$ cat config.mk
export PLATFORM = sky130hd
export DESIGN_NAME = pipe_controller
export DESIGN_NICKNAME = d
export VERILOG_FILES = /design/src/rtl/pipe_controller.sv
export SDC_FILE = /design/constraint.sdc
export NUM_CORES = 1
export LEC_CHECK = 0
export CAP_MARGIN = 25
export CORE_MARGIN = 2
export CORE_UTILIZATION = 50
export CTS_CLUSTER_DIAMETER = 200
export DETAILED_ROUTE_END_ITERATION = 7
export PLACE_DENSITY = 0.82
export SLEW_MARGIN = 10
export SYNTH_ARGS = -nofsm -noshare
export SYNTH_HDL_FRONTEND = slang
export SYNTH_SLANG_ARGS = --single-unit
$ cat constraint.sdc
create_clock -name clk -period 1.9 [get_ports clk]
set_input_delay 0.475 -clock clk [delete_from_list [all_inputs] [get_ports clk]]
set_output_delay 0.475 -clock clk [all_outputs]
set_load 0.01 [all_outputs]
$ cat src/rtl/pipe_controller.sv
// Pipelined RV32I control: decode in ID, control bundle carried through EX/MEM/WB.
// Define RV32M_EN to decode the M-extension (funct7=0000001 on OP) instead of flagging it illegal.
module pipe_controller #(
   parameter int CSR_EN    = 1,
   parameter int CNT_W     = 32,
   parameter int ALUCTRL_W = 5
) (
   input  logic                 clk,
   input  logic                 rst_n,
   input  logic                 id_valid,
   input  logic [6:0]           opcode,
   input  logic [2:0]           funct3,
   input  logic [6:0]           funct7,
   output logic [2:0]           imm_src_id,
   input  logic                 stall_i,
   input  logic                 flush_i,
   input  logic                 freeze_i,
   input  logic                 btaken_ex,
   output logic [ALUCTRL_W-1:0] alu_control_ex,
   output logic [1:0]           alusrc_a_ex,
   output logic                 alusrc_b_ex,
   output logic [1:0]           pcsrc_ex,
   output logic                 redirect_ex,
   output logic                 memwrite_m,
   output logic [2:0]           funct3_m,
   output logic                 regwrite_w,
   output logic [1:0]           resultsrc_w,
   output logic                 csr_w,
   output logic                 illegal_w,
   output logic [CNT_W-1:0]     instret
);

   if (ALUCTRL_W < 5) begin : g_alu_w_check
      $error("pipe_controller: ALUCTRL_W must be at least 5");
   end

   localparam logic [6:0] OP_R      = 7'b0110011;
   localparam logic [6:0] OP_I      = 7'b0010011;
   localparam logic [6:0] OP_LOAD   = 7'b0000011;
   localparam logic [6:0] OP_STORE  = 7'b0100011;
   localparam logic [6:0] OP_BRANCH = 7'b1100011;
   localparam logic [6:0] OP_JAL    = 7'b1101111;
   localparam logic [6:0] OP_JALR   = 7'b1100111;
   localparam logic [6:0] OP_LUI    = 7'b0110111;
   localparam logic [6:0] OP_AUIPC  = 7'b0010111;
   localparam logic [6:0] OP_SYSTEM = 7'b1110011;

   typedef struct packed {
      logic       valid;
      logic [4:0] alu;
      logic [1:0] asrc_a;
      logic       asrc_b;
      logic       br;
      logic       jal;
      logic       jalr;
      logic       mw;
      logic [2:0] f3;
      logic       rw;
      logic [1:0] rs;
      logic       csr;
      logic       ill;
   } ex_t;

   typedef struct packed {
      logic       valid;
      logic       mw;
      logic [2:0] f3;
      logic       rw;
      logic [1:0] rs;
      logic       csr;
      logic       ill;
   } mem_t;

   typedef struct packed {
      logic       valid;
      logic       rw;
      logic [1:0] rs;
      logic       csr;
      logic       ill;
   } wb_t;

   ex_t  dec, ex;
   mem_t mem;
   wb_t  wb;
   logic legal;

   always_comb begin
      case (opcode)
         OP_STORE:          imm_src_id = 3'b001;
         OP_BRANCH:         imm_src_id = 3'b010;
         OP_JAL:            imm_src_id = 3'b011;
         OP_LUI, OP_AUIPC:  imm_src_id = 3'b100;
         default:           imm_src_id = 3'b000;
      endcase
   end

   always_comb begin
      dec   = '0;
      legal = 1'b1;
      case (opcode)
         OP_R: begin
            dec.rw = 1'b1;
            if (funct7 == 7'b0000000)
               dec.alu = {2'b00, funct3};
            else if (funct7 == 7'b0100000 && (funct3 == 3'b000 || funct3 == 3'b101))
               dec.alu = {2'b01, funct3};
`ifdef RV32M_EN
            else if (funct7 == 7'b0000001)
               dec.alu = {2'b10, funct3};
`endif
            else
               legal = 1'b0;
         end
         OP_I: begin
            dec.rw     = 1'b1;
            dec.asrc_b = 1'b1;
            dec.alu    = (funct3 == 3'b101 && funct7 == 7'b0100000) ? 5'b01101 : {2'b00, funct3};
         end
         OP_LOAD: begin
            dec.rw     = 1'b1;
            dec.asrc_b = 1'b1;
            dec.rs     = 2'b01;
         end
         OP_STORE: begin
            dec.asrc_b = 1'b1;
            dec.mw     = 1'b1;
         end
         OP_BRANCH: begin
            dec.br  = 1'b1;
            dec.alu = {2'b11, funct3};
            legal   = (funct3[2:1] != 2'b01);
         end
         OP_JAL: begin
            dec.jal    = 1'b1;
            dec.asrc_a = 2'b01;
            dec.asrc_b = 1'b1;
            dec.rw     = 1'b1;
            dec.rs     = 2'b10;
         end
         OP_JALR: begin
            dec.jalr   = 1'b1;
            dec.asrc_b = 1'b1;
            dec.rw     = 1'b1;
            dec.rs     = 2'b10;
         end
         OP_LUI: begin
            dec.alu    = 5'b11010;
            dec.asrc_a = 2'b10;
            dec.asrc_b = 1'b1;
            dec.rw     = 1'b1;
         end
         OP_AUIPC: begin
            dec.asrc_a = 2'b01;
            dec.asrc_b = 1'b1;
            dec.rw     = 1'b1;
         end
         OP_SYSTEM: begin
            if (CSR_EN != 0) begin
               dec.csr = 1'b1;
               dec.rw  = 1'b1;
               dec.rs  = 2'b11;
            end else begin
               legal = 1'b0;
            end
         end
         default: legal = 1'b0;
      endcase
      // Illegal instructions travel as valid with only the flag and access size kept.
      if (!legal) begin
         dec     = '0;
         dec.ill = 1'b1;
      end
      dec.f3    = funct3;
      dec.valid = 1'b1;
      if (!id_valid) dec = '0;
   end

   always_comb begin
      pcsrc_ex = 2'b00;
      if (ex.valid) begin
         if (ex.jalr)
            pcsrc_ex = 2'b10;
         else if ((ex.br && btaken_ex) || ex.jal)
            pcsrc_ex = 2'b01;
      end
   end

   assign redirect_ex = (pcsrc_ex != 2'b00) && !freeze_i;

   always_ff @(posedge clk or negedge rst_n) begin
      if (!rst_n) begin
         ex      <= '0;
         mem     <= '0;
         wb      <= '0;
         instret <= '0;
      end else if (!freeze_i) begin
         if (wb.valid && !wb.ill) instret <= instret + CNT_W'(1);
         wb  <= '{valid: mem.valid, rw: mem.rw, rs: mem.rs, csr: mem.csr, ill: mem.ill};
         mem <= '{valid: ex.valid, mw: ex.mw, f3: ex.f3, rw: ex.rw, rs: ex.rs, csr: ex.csr, ill: ex.ill};
         ex  <= (flush_i || redirect_ex || stall_i) ? '0 : dec;
      end
   end

   assign alu_control_ex = ALUCTRL_W'(ex.alu);
   assign alusrc_a_ex    = ex.asrc_a;
   assign alusrc_b_ex    = ex.asrc_b;
   assign memwrite_m     = mem.mw;
   assign funct3_m       = mem.f3;
   assign regwrite_w     = wb.rw;
   assign resultsrc_w    = wb.rs;
   assign csr_w          = wb.csr;
   assign illegal_w      = wb.ill;

endmodule

# Word level (Yosys, flattened, before mapping)
# Index checks and enable logic that the tools add are counted.
[word_totals] input_bits=24 out_inout_bits=55 reg_bits=69 elab_cells=85
[classes] mux=23 bitwise_logic=1 n_eq_ne=13 n_reduce_logical=21 add_sub_neg=1
[ops] operator="$mux 21" n=2
[ops] operator="$add 32x1->32 const B" n=1
[ops] operator="$eq 7x6->1 const B" n=4
[ops] operator="$eq 7x7->1 const B" n=4
[ops] operator="$mux 20" n=1
[ops] operator="$pmux 5 s4" n=1
[ops] operator="$reduce_or 8->1" n=2
[ops] operator="$eq 7x5->1 const B" n=2
[ops] operator="$mux 4" n=3
[ops] operator="$pmux 3 s4" n=1
[ops] operator="$mux 1" n=10
[ops] operator="$eq 7x2->1 const B" n=1
[ops] operator="$logic_not 7->1" n=1
[ops] operator="$reduce_or 7->1" n=1
[ops] operator="$pmux 2 s3" n=1
[ops] operator="$reduce_or 2->1" n=3
[ops] operator="$logic_and 1x1->1" n=5
[ops] operator="$logic_or 1x1->1" n=4
[ops] operator="$mux 2" n=2
[ops] operator="$pmux 2 s2" n=1
[ops] operator="$eq 3x3->1 const B" n=1
[ops] operator="$logic_not 3->1" n=1
[ops] operator="$pmux 1 s3" n=1
[ops] operator="$logic_not 1->1" n=2
[ops] operator="other kinds (4)" n=4

# Depth between registers and ports, before layout
# Gate-level depths: netlist (run 1).
[depth] word_depth=10 depth_mapped=6 ltp_nobuf=5

# Worst setup path after synthesis (run 1)
# Ideal clock, no wire load.
[synth_path] path_kind="input port to output port" startpoint="in opcode[2]" endpoint="out imm_src_id[0]" arrival_time_ps=1380 stages=5 t_required_ps=1425 slack_ps=45 path_buffers=1 path_cell_list="buf_2 -> nor2_1 -> nand3_1 -> or3_1 -> nand2_1"
[synth_between] elab_chain_cells=3 elab_cells_between_ends=7 cone_classes="5 x eq/ne; 1 x mux; 1 x reduce/logical"
[synth_rtl] element="start, declared" line_no="11" rtl="input logic [6:0] opcode,"
[synth_rtl] element="$eq 7x5->1 or $eq 7x6->1 (tied branches)" line_no="88" rtl="case (opcode)"
[synth_rtl] element="$reduce_or 2->1" line_no="88"
[synth_rtl] element="$pmux 3 s4 *" line_no="88"
[synth_rtl] element="end, declared" line_no="14" rtl="output logic [2:0] imm_src_id,"
# Mark *: on every way between the ends. The rest lies on a longest branch, timed or not.

# Worst setup path in the final report (run 1)
[layout_path] startpoint="in opcode[0]" endpoint="out imm_src_id[0]"
# Same word-level chain as after synthesis.

==> results.tsv, run 1 <==
metric	value	unit
status	completed	
CTS Sinks	69	
CP peak stage delay	0.38	ns
first-pass GRT wire length	11900	um
Worst Skew	0.0161	ns
dpl hpwl	5130	um
vias in the first global route	2681	
crit end category	output pin	
final WL	7220	um
Clock Latency Late Sink	0.35	ns
final core occ	72.0	%
Nets	441	
global route overflow	0	
synthesized area per cell	10.9	um2
drt initial violations	83	
Final Hold Fails	0	
Vias per Instance	5.29	
Synth async-reset ratio	100	%
cells after synthesis	304	
CP Max Fanout	4	
DR vias	2632	
Routed Antenna Nets	0	
leak pwr	2.14	nW
initial core utilization	51.8	%
top cells by count, synth	dfrtp_1, nand2_1, xnor2_1	
Die ar.	7280	um2
CTS root buffer	clkbuf_8	
Area after DPL	4350	um2
Final Cycle Share	99.0	%
H-Tree Depth	3	
worst endpoint required time	1.42	ns
Routed WL per cell	14.5	um
largest net degree at the start of global routing	70	
initial antenna violation count	0	
Antenna Cells	0	
share of the synthesized area in the top cell type	52.2	%
CP Buf/Inv Count	2	
critical path's top delay family	simple AND/OR/NAND/NOR gates	
fin cells	498	
Worst slew margin	74.2	%
GRT Total Usage	20.6	%
hold_buf cts	0	
top cells by area, synth	dfrtp_1, xnor2_1, mux2_2	
critical-path cell list	clkdlybuf4s15_1 -> nand3_2 -> or3_4 -> nand2_1 -> buf_2	
Syn. warnings	0	
RSZ-0062 raised after global routing	yes	
Cell variety after synth	49	
Reg2Reg Setup Slack	0.22	ns
routability cong.	0.857	
PortBufs	78	
DIE HEIGHT	85.3	um
cell with the most instances after synthesis	dfrtp_1	
# setup viols final	0	
die span in x	85.3	um
post-synthesis sequential area ratio	52.2	%
worst hold path type	in -> async	
Core Box Area	6390	um2
Reg clk slew, reported paths	0.08	ns
total CTS buffers	9	
placed cell count	476	
fmax	0.531	GHz
Power Density	680	nW/um2
Max VDD drop	0.601	mV
startpoint types	primary input	
Mapped Area	3310	um2
crit path kind	in -> out	
Net Count, Synth	329	
layout cells sized above 1	25.4	%
Cell Rows	29	
post-route cell area	4600	um2
CP arrival	1.41	ns
Yosys reg bits	69	
fin. max-slew vios	0	
final worst path period need	1.88	ns
# DRC	0	
Max Cap Viol	0	
num ports	79	
CTS max path bufs	2	
Worst Tran Pin Value	0.382	ns
area grow syn2layout	39.2	%
CTS tree	done	
Main synth FF type	dfrtp_1	
Post-synth EDFFs	0	
Synth area leader	dfrtp_1	
CP max stage cell	or3_4	
DR pass1 iterations	4	
==> state kept, by name (all words and copies together) (netlist names), 2 cells and up <==
register / flops
alu_control_ex: 5
alusrc_a_ex: 2
ex: 13
funct3_m: 3
instret: 32
mem: 6
resultsrc_w: 2
==> layout by cell type (no fill, tap or decap), types with 3 or more instances in the layout <==
| cell type | count |
|---|---|
| mux2_2 | 17 |
| dfrtp_1 | 68 |
| nand2_1 | 47 |
| o21ai_1 | 4 |
| clkdlybuf4s50_1 | 62 |
| nand3_2 | 4 |
| nor2_1 | 9 |
| nor3_1 | 3 |
| clkbuf_8 | 9 |
| a21oi_1 | 6 |
| nand3_1 | 12 |
| and3_1 | 7 |
| o21ai_0 | 15 |
| xnor2_1 | 22 |
| nand4_1 | 4 |
| xor2_1 | 11 |
| buf_2 | 8 |
| buf_4 | 44 |
| nor3b_1 | 4 |
| dlygate4sd2_1 | 5 |
| and4_1 | 4 |
| a22o_1 | 4 |
==> stage by stage <==
stage               setup TNS, ns  total power [mW]  hold WS (ns)  setup slack (ns)
detailed placement         -16.57              1.97         0.479            -0.696
floorplan                       0              1.73         0.179            0.0452
finish                          0              3.13         0.127            0.0183
global route              -0.0819              3.26         0.165           -0.0466
global placement           -13.69              1.95         0.459            -0.646
CTS                             0              3.15         0.155           0.00678
==> path summary, 6_finish.rpt <==
check / depth (start not counted) / end / startpoint
worst max-delay path: 5 / imm_src_id[0] / opcode[0]
worst min-delay path: 2 / instret[6]$_DFFE_PN0P_ / rst_n
worst max register to register: 5 / instret[28]$_DFFE_PN0P_ / instret[6]$_DFFE_PN0P_
worst min register to register: 1 / instret[31]$_DFFE_PN0P_ / instret[31]$_DFFE_PN0P_
max in group asynchronous: 2 / ex[6]$_DFFE_PN0N_ / rst_n
min in group clk: 1 / instret[31]$_DFFE_PN0P_ / instret[31]$_DFFE_PN0P_
==> cells by family (layout without fill, tap and decap cells) <==
group | count (synthesis) | count (layout) | synth area share [%]
AND/OR/NAND/NOR | 118 | 118 | 20.1
XOR/XNOR | 33 | 33 | 8.74
flip-flops | 69 | 69 | 52.2
adder cells (fa/ha/maj) | 1 | 1 | 0.378
AO/OA/AOI/OAI | 41 | 41 | 8.02
buffers and inverters | 24 | 141 | 4.47
multiplexers | 18 | 18 | 6.09
==> layer usage <==
metal	wire (um)	track usage (%)	vias up	share of wire (%)
li1	-	-	1272	-
met1	2990	24.3	1268	41
met2	3710	34.9	74	51
met3	338	4.57	18	4.7
met4	182	11.3	0	2.5
met5	0	0	-	0
==> timing repair <==
item / in CTS / in global routing
pin swaps: 8 / 2
endpoints found under the setup margin: 16 / 7
setup buffers: 5 / 1
resized for setup: 43 / 7
==> power breakdown <==
part	internal [mW]	switching [mW]
Clock	0.610	0.580
Sequential	1.51	0.0511
Combinational	0.210	0.162
Total	2.33	0.794
==> area by class of cell <==
type / instances / area, um2
clock buffer: 9 / 124
inverter: 1 / 3.75
fill: 440 / 1790
multi-input combinational: 211 / 1480
timing repair buffer: 124 / 1100
tap: 77 / 96.3
clock inverter: 7 / 72.6
sequential: 69 / 1730
Power figures use the tool's default switching activity.
==> run 2, diff against run 1 <==
--- a/config.mk
+++ b/config.mk
@@ -8,10 +8,10 @@
 export CAP_MARGIN = 25
 export CORE_MARGIN = 2
 export CORE_UTILIZATION = 50
+export CTS_BUF_LIST = sky130_fd_sc_hd__clkbuf_16
 export CTS_CLUSTER_DIAMETER = 200
 export DETAILED_ROUTE_END_ITERATION = 7
 export PLACE_DENSITY = 0.82
-export SLEW_MARGIN = 10
 export SYNTH_ARGS = -nofsm -noshare
 export SYNTH_HDL_FRONTEND = slang
 export SYNTH_SLANG_ARGS = --single-unit
==> results.tsv, run 2 (synthesized netlist as in run 1, its figures left out) <==
metric	value	unit	change
post-route cell area	4710	um2	+2.4%
Die ar.	7280	um2	unchanged
initial core utilization	51.8	%	unchanged
vias in the first global route	2759		+2.9%
# setup viols final	0		unchanged
most frequent cells in the layout	dfrtp_1, clkdlybuf4s50_1, nand2_1		
CTS tree	done		
CTS Sinks	69		unchanged
leak pwr	2.17	nW	+1.1%
critical-path cell list	clkdlybuf4s15_1 -> nand3_2 -> or3_4 -> nand2_1 -> buf_2		
Final Cycle Share	99.2	%	+0.18 points
CP peak stage delay	0.38	ns	about the same
critical path's top delay family	simple AND/OR/NAND/NOR gates		
final WL	7490	um	+3.8%
Clock Latency Late Sink	0.32	ns	-0.03 ns
total CTS buffers	9		unchanged
Biggest register	instret		
fin. max-slew vios	0		unchanged
Cell Rows	29		unchanged
crit end category	output pin		
dpl hpwl	5130	um	unchanged
worst endpoint required time	1.42	ns	about the same
RR Endpoint	instret[28]$_DFFE_PN0P_		
global route overflow	0		unchanged
Power Density	763	nW/um2	+12%
Worst Skew	0.00645	ns	-0.00961 ns
CP Max Fanout	3		-1
routability cong.	0.857		unchanged
# DRC	0		unchanged
Worst slew margin	73.6	%	-0.64 points
setup slack after layout	0.0149	ns	-0.00341 ns
CP Buf/Inv Count	2		unchanged
Worst Tran Pin Value	0.391	ns	+0.00950 ns
layout cells sized above 1	25.5	%	+0.12 points
GRT Total Usage	21.4	%	+0.78 points
CP max stage cell	or3_4		
Reg clk slew, reported paths	0.06	ns	-0.02 ns
Vias per Instance	5.40		+2.2%
Routed WL per cell	15.1	um	+4.2%
Max Cap Viol	0		unchanged
CP arrival	1.41	ns	about the same
fmax	0.530	GHz	-0.18%
Top Registers	instret: 32 flops, ex: 13 flops, mem: 6 flops		
Max VDD drop	0.591	mV	-1.7%
Routed Antenna Nets	0		unchanged
initial antenna violation count	0		unchanged
drt initial violations	86		+3.6%
DR vias	2680		+1.8%
origin of the critical flop-to-flop path	instret[6]$_DFFE_PN0P_		
DIE HEIGHT	85.3	um	unchanged
worst hold path type	in -> async		
CTS max path bufs	2		unchanged
max reg flops	32		unchanged
CTS root buffer	clkbuf_16		
first-pass GRT wire length	12500	um	+4.6%
H-Tree Depth	3		unchanged
commonest non-fill, non-tap cell in the layout	dfrtp_1		
largest net degree at the start of global routing	70		unchanged
startpoint types	primary input		
hold_buf cts	0		unchanged
Tot Pwr	3.60	mW	+15%
Reg2Reg Setup Slack	0.11	ns	-0.11 ns
final worst path period need	1.89	ns	+0.00341 ns
# fillers	433		-1.6%
area grow syn2layout	42.5	%	
pre-CTS setup slack	-0.696	ns	unchanged
DR pass1 iterations	4		unchanged
reg2reg path depth	5		unchanged
Core Box Area	6390	um2	unchanged
num ports	79		unchanged
Area after DPL	4350	um2	unchanged
Nets	439		-0.45%
post-route setup TNS	0	ns	unchanged
Final Hold Fails	0		unchanged
die span in x	85.3	um	unchanged
Antenna Cells	0		unchanged
status	completed		
PortBufs	78		unchanged
RSZ-0062 raised after global routing	yes		
final core occ	73.8	%	+1.7 points
crit path kind	in -> out		
-- run 2: cell count changes in the layout (fill, tap and decap cells not counted), sizes merged --
cell / delta
clkdlybuf4s50: +1
buf: -3
dlymetal6s2s: -1
dlygate4sd2: +1
-- run 2: what timing repair did --
action,CTS,global route
cloned,0,0
setup endpoints to repair,22,5
buffers inserted,4,0
resized for setup,43,7
pin swaps,9,3
-- run 2: where the power goes --
| part | internal, mW | switching [mW] | total, mW |
|---|---|---|---|
| clock | 1.02 | 0.636 | 1.65 |
| sequential | 1.52 | 0.0512 | 1.57 |
| combinational | 0.210 | 0.165 | 0.374 |
-- run 2: how the worst max path moves through the flow --
stage	start	endpoint	cells past startpoint
after floorplan	opcode[2]	imm_src_id[0]	5
after global placement	opcode[2]	imm_src_id[0]	6
after detailed placement	opcode[2]	imm_src_id[0]	6
after CTS	opcode[1]	imm_src_id[0]	5
after global routing	opcode[0]	imm_src_id[0]	5
final	opcode[1]	imm_src_id[0]	5
-- run 2: metal layers --
layer	routed length, um	global-route usage (%)	vias up	share of wire (%)
met3	346	4.38	18	4.6
li1	-	-	1268	-
met1	3030	25.1	1307	40
met2	3940	37.0	87	53
met4	180	10.8	0	2.4
met5	0	0	-	0
-- run 2: stage by stage --
stage               hold slack (ns)  cells
finish                        0.169    496
global route                  0.198    496
CTS                           0.189    496
detailed placement            0.479    476
global placement              0.459    476
floorplan                     0.179    304
-- run 2: layout make-up --
class / instances / area, um2 / area share, %
Sequential cell: 69 / 1730 / 36.6
Inverter: 1 / 3.75 / 0.0797
Clock inverter: 7 / 72.6 / 1.54
Timing Repair Buffer: 122 / 1080 / 23.0
Clock buffer: 9 / 225 / 4.78
Tap cell: 77 / 96.3 / 2.04
Multi-Input combinational cell: 211 / 1500 / 31.9
==> run 3, diff against run 2 <==
--- a/config.mk
+++ b/config.mk
@@ -10,6 +10,7 @@
 export CORE_UTILIZATION = 50
 export CTS_BUF_LIST = sky130_fd_sc_hd__clkbuf_16
 export CTS_CLUSTER_DIAMETER = 200
+export CTS_CLUSTER_SIZE = 14
 export DETAILED_ROUTE_END_ITERATION = 7
 export PLACE_DENSITY = 0.82
 export SYNTH_ARGS = -nofsm -noshare
==> results of run 3 <==
No change in the layout: final DEF, timing and power equal those of run 2.
